### config.mk
export PLATFORM = sky130hd
export DESIGN_NAME = switch_nibble_conditioner
export DESIGN_NICKNAME = d
export VERILOG_FILES = /design/src/rtl/switch_nibble_conditioner.sv
export SDC_FILE = /design/constraint.sdc
export NUM_CORES = 1
export LEC_CHECK = 0
export ABC_CLOCK_PERIOD_IN_PS = 2100
export CORE_UTILIZATION = 50
export DETAILED_ROUTE_END_ITERATION = 10
export DONT_BUFFER_PORTS = 1
export PLACE_DENSITY = 0.67
export SLEW_MARGIN = 20
export SYNTH_ARGS = -nofsm -noshare
export SYNTH_HDL_FRONTEND = slang
export SYNTH_SLANG_ARGS = --single-unit
### constraint.sdc
create_clock -name clk -period 2.1 [get_ports clk]
set_input_delay 0.42 -clock clk [delete_from_list [all_inputs] [get_ports clk]]
set_output_delay 0.42 -clock clk [all_outputs]
set_load 0.01 [all_outputs]
### src/rtl/switch_nibble_conditioner.sv
// ----------------------------------------------------------------------------
// switch_nibble_conditioner
//
// Purpose:
//   Conditions a bank of raw mechanical DIP switches into a clean,
//   polarity-corrected word, presented as groups of four bits (nibbles).
//   Each switch is synchronised into clk, optionally inverted, and debounced
//   by its own saturating counter. Every update of the debounced word comes
//   with a one-cycle strobe, a per-bit toggle mask and a per-nibble summary.
//
// Parameters:
//   WIDTH           switch count, a multiple of 4 and at least 4
//   ACTIVE_LOW      1: a closed switch reads 0, so the input is inverted
//                   0: the input is passed through unchanged
//   DEBOUNCE_CYCLES consecutive synchronised cycles of disagreement needed
//                   before a bit takes its new level (at least 1)
//
// Ports:
//   clk            single clock; all state updates on its rising edge
//   rstN           asynchronous, active-low reset
//   dipSwitch      raw, asynchronous, bouncing switch levels
//   freeze         synchronous hold: counters, state and strobes are held
//                  while high; the synchronisers keep running
//   nibbles        debounced, polarity-corrected value (nibble k is
//                  nibbles[4k+3:4k])
//   changed        one-cycle strobe in the cycle nibbles takes a new value
//   changeMask     bits that toggled in that update; zero otherwise
//   nibbleChanged  bit k is the OR of changeMask over nibble k
// ----------------------------------------------------------------------------
module switch_nibble_conditioner #(
  parameter int WIDTH           = 8,
  parameter int ACTIVE_LOW      = 1,
  parameter int DEBOUNCE_CYCLES = 16
) (
  input  logic                 clk,
  input  logic                 rstN,
  input  logic [WIDTH-1:0]     dipSwitch,
  input  logic                 freeze,
  output logic [WIDTH-1:0]     nibbles,
  output logic                 changed,
  output logic [WIDTH-1:0]     changeMask,
  output logic [WIDTH/4-1:0]   nibbleChanged
);

  localparam int NIBBLE_COUNT = WIDTH / 4;
  localparam int CW           = $clog2(DEBOUNCE_CYCLES) + 1;

  // Count value at which one more cycle of disagreement commits the new
  // level. The counter saturates here, so it can never wrap.
  localparam logic [CW-1:0] LAST_COUNT = CW'(DEBOUNCE_CYCLES - 1);

  // Synchronisers reset to the raw level of an open switch, so a switch
  // already closed while in reset is seen as a fresh change afterwards.
  localparam logic [WIDTH-1:0] SYNC_IDLE =
    (ACTIVE_LOW != 0) ? {WIDTH{1'b1}} : {WIDTH{1'b0}};

  logic [WIDTH-1:0]        sync1_reg;
  logic [WIDTH-1:0]        sync2_reg;
  logic [WIDTH-1:0]        sync_bit;
  logic [WIDTH-1:0]        state_reg;
  logic [WIDTH-1:0]        state_next;
  logic [WIDTH-1:0]        change_mask_next;
  logic [WIDTH-1:0]        change_mask_reg;
  logic                    changed_reg;
  logic [NIBBLE_COUNT-1:0] nibble_changed_next;
  logic [NIBBLE_COUNT-1:0] nibble_changed_reg;

  // --------------------------------------------------------------------------
  // Two-flop synchroniser; runs regardless of freeze.
  // --------------------------------------------------------------------------
  always_ff @(posedge clk or negedge rstN) begin
    if (!rstN) begin
      sync1_reg <= SYNC_IDLE;
      sync2_reg <= SYNC_IDLE;
    end else begin
      sync1_reg <= dipSwitch;
      sync2_reg <= sync1_reg;
    end
  end

  assign sync_bit = (ACTIVE_LOW != 0) ? ~sync2_reg : sync2_reg;

  // --------------------------------------------------------------------------
  // Per-bit debounce counters. Each bit computes its own next state; the
  // debounced word itself is registered below so the toggle mask can be
  // formed from the same old/new pair.
  // --------------------------------------------------------------------------
  genvar gi;
  generate
    for (gi = 0; gi < WIDTH; gi++) begin : g_bit
      logic [CW-1:0] count_reg;
      logic [CW-1:0] count_next;
      logic          bit_next;

      always_comb begin
        count_next = count_reg;
        bit_next   = state_reg[gi];
        if (!freeze) begin
          if (sync_bit[gi] == state_reg[gi]) begin
            // Any agreement throws away a partial count.
            count_next = '0;
          end else if (count_reg == LAST_COUNT) begin
            bit_next   = sync_bit[gi];
            count_next = '0;
          end else begin
            count_next = count_reg + CW'(1);
          end
        end
      end

      always_ff @(posedge clk or negedge rstN) begin
        if (!rstN) begin
          count_reg <= '0;
        end else begin
          count_reg <= count_next;
        end
      end

      assign state_next[gi] = bit_next;
    end
  endgenerate

  assign change_mask_next = state_reg ^ state_next;

  generate
    for (gi = 0; gi < NIBBLE_COUNT; gi++) begin : g_nibble
      assign nibble_changed_next[gi] = |change_mask_next[4*gi +: 4];
    end
  endgenerate

  // --------------------------------------------------------------------------
  // Debounced word and change indications share one register stage, so the
  // strobe, mask and nibble summary line up with the first cycle of the new
  // value. While frozen state_next equals state_reg, so all of them read 0.
  // --------------------------------------------------------------------------
  always_ff @(posedge clk or negedge rstN) begin
    if (!rstN) begin
      state_reg          <= '0;
      change_mask_reg    <= '0;
      changed_reg        <= 1'b0;
      nibble_changed_reg <= '0;
    end else begin
      state_reg          <= state_next;
      change_mask_reg    <= change_mask_next;
      changed_reg        <= |change_mask_next;
      nibble_changed_reg <= nibble_changed_next;
    end
  end

  assign nibbles       = state_reg;
  assign changed       = changed_reg;
  assign changeMask    = change_mask_reg;
  assign nibbleChanged = nibble_changed_reg;

endmodule
==> flow_metrics.env <==
export IMPL_p_leak_nw=1.47
export IMPL_synth_edf_count=0
export IMPL_wire_per_inst_um=14.6
export IMPL_worstPathArrival_ps=2030
export IMPL_n_antenna_cell=0
export IMPL_hold_violations=75
export IMPL_insertion_delay_ps=340
export IMPL_drive_gt1_share_pct=14.5
export IMPL_hp_class="input pin to asynchronous set/reset pin"
export IMPL_cts_sinks=75
export IMPL_clock_path_buffers=2
export IMPL_cts_tree="yes"
export IMPL_initialDrtViolationCount=143
export IMPL_fillers=478
export IMPL_worstMarginPinSlew_ps=477
export IMPL_dieHeight_um=80.5
export IMPL_grt_max_degree=82
export IMPL_timing_final_max_slew_violations=0
export IMPL_seqCellArea_um2=1900
export IMPL_rows=28
export IMPL_violations="hold timing"
export IMPL_cp_cell_sequence="ha_1, nand4b_1, nor3_1, or4_4, or2_1"
export IMPL_clock_skew_final_ps=11.3
export IMPL_fmax_mhz=553
export IMPL_grt_pass1_vias=1879
export IMPL_fin_ws_ps=291
export IMPL_synth_seq_area_share_pct=61.6
export IMPL_drt_wl_total_um=5120
export IMPL_post_route_drc_count=0
export IMPL_status="complete, but fails checks"
export IMPL_io_buffers=0
export IMPL_max_vdd_ir_drop_v=0.000498
export IMPL_fin_crit_sh_pct=86.1
export IMPL_avgSynthCellArea_um2=11.6
export IMPL_post_place_ws_ps=319
export IMPL_crit_type="register to register"
export IMPL_ys_flop_type="dfrtp_1"
export IMPL_critPathMaxStageDelay_ps=520
export IMPL_relSlewSlack_pct=67.9
export IMPL_cts_root_buffer="clkbuf_8"
export IMPL_grt_setup_unrepaired="false"
export IMPL_post_cts_setup_buffer_count=0
export IMPL_num_vias=1948
export IMPL_multi_input_area_um2=1140
export IMPL_critPathCaptureType="register"
export IMPL_setup_tns_ps=0
export IMPL_power_density_nw_per_um2=899
export IMPL_synthCells=266
export IMPL_antenna_found_initial=0
export IMPL_setup_violations=0
export IMPL_worst_path_buf_inv=0
export IMPL_die_w_um=80.5
export IMPL_synth_area_leaders="dfrtp_1 48%, dfstp_2 14%, o21ai_0 5.7%"
export IMPL_synth_nets=285
export IMPL_ys_warn_count=0
export IMPL_largest_reg_flops=40
export IMPL_grt_use_total_pct=18.0
export IMPL_firstDrtPassIters=5
export IMPL_ant_nets=0
export IMPL_cts_made_buffers=9
export IMPL_r2r_start="g_bit[5].count_reg[0]"
export IMPL_min_period_ps=1810
export IMPL_crit_family="simple AND/OR/NAND/NOR gates"
export IMPL_cts_htree_levels=3
export IMPL_yosysTopAreaCell="dfrtp_1"
export IMPL_ys_async_sr_fraction_pct=100
export IMPL_final_cells=350
export IMPL_cts_resized=0
export IMPL_gr_total_overflow=0
export IMPL_syn_to_final_growth_pct=9.43
export IMPL_synth_seq_cells=75
export IMPL_start_util_pct=52.0
export IMPL_cp_start_kind="register"
export IMPL_synth_distinct_cells=36
export IMPL_die_area_um2=6480
export IMPL_grt_pass1_wl_um=8630
export IMPL_final_cell_mix="59 x dfrtp_1, 35 x o21ai_0, 31 x nand2_1"
export IMPL_vias_per_cell=5.57
export IMPL_hold_ws_ps=-233
export IMPL_maxCapViolCount=0
export IMPL_critPathMaxFanout=5
export IMPL_placed_cells=334
export IMPL_final_common_cell="dfrtp_1"
export IMPL_nets=289
export IMPL_core_area_um2=5920
export IMPL_ios=30
export IMPL_synth_top_cell_area_share_pct=47.9
export IMPL_syn_area_um2=3080
export IMPL_gp_congestion=0.769
export IMPL_required_ps=2320
export IMPL_hpwlAfterDp_um=3220
export IMPL_clk_pin_slew_worst_paths_ps=80
export IMPL_cp_slowest_cell="or4_4"
export IMPL_critPathLaunch="g_bit[5].count_reg[0]"
final timing paths:
check / slack, ps / depth (start not counted) / endpoint
min reg2reg: 360 / 0 / sync2_reg[6]
min in group clk: 70 / 0 / sync1_reg[0]
max: 290 / 5 / changed
min: -230 / 0 / g_bit[1].count_reg[2]
max in group asynchronous: 2120 / 0 / sync1_reg[4]
max reg2reg: 290 / 5 / changed
cell families after synthesis:
group                    Yosys count  synth area share, %
AND/OR/NAND/NOR                   82                 13.0
AO/OA/AOI/OAI                     76                 16.0
flip-flops                        75                 61.6
XOR/XNOR                          13                 4.19
buffers and inverters             10                 1.26
adder cells (fa/ha/maj)            8                 3.25
multiplexers                       2                0.731
metal layers:
layer  global-route usage (%)  routed length (um)
met5                        0                   0
met1                     23.5                2450
met4                     7.50                  48
met3                     6.82                 267
met2                     26.9                2350
area by class of cell:
cell class	count	share of cell area, %
clock inverters	1	0.891
multi-input cells	181	33.9
clock buffers	15	5.53
repair buffers	2	0.446
flip-flops and latches	75	56.3
inverters	1	0.111
well taps	75	2.78
cells in the mapped netlist (all sizes together) (2+ instances only):
library cell	instances
a31oi	7
nand3	9
o21a	8
nor3	9
nor3b	2
xnor2	2
a22o	3
dfstp	16
o21ai	35
nand4b	7
o22a	2
a32o	3
o41ai	3
xor2	11
clkbuf	6
o31ai	8
mux2	2
nand2	31
buf	3
dfrtp	59
ha	8
nor2	18
a21o	3
a31o	2
through the flow:
step	power [mW]	utilization (%)	area (um2)
after floorplan	1.84	-	3080
after CTS	3.07	56.9	3370
after global routing	3.19	56.9	3370
after detailed placement	1.88	53.3	3150
after global placement	1.87	53.3	3150
final	3.03	56.9	3370
worst register-to-register path: cells and delay by family, from the launching register on:
family | cells | cell delay (ps)
flip-flops | 1 | 400
adder cells (fa/ha/maj) | 1 | 250
AND/OR/NAND/NOR | 4 | 1040
power breakdown:
part | leakage, nW | switching, mW | internal [mW]
clock network | 0.110 | 0.493 | 0.681
logic | 0.403 | 0.106 | 0.103
registers | 0.956 | 0.0922 | 1.55
total | 1.47 | 0.692 | 2.34
Note: power is estimated with default switching activity, not from simulation.
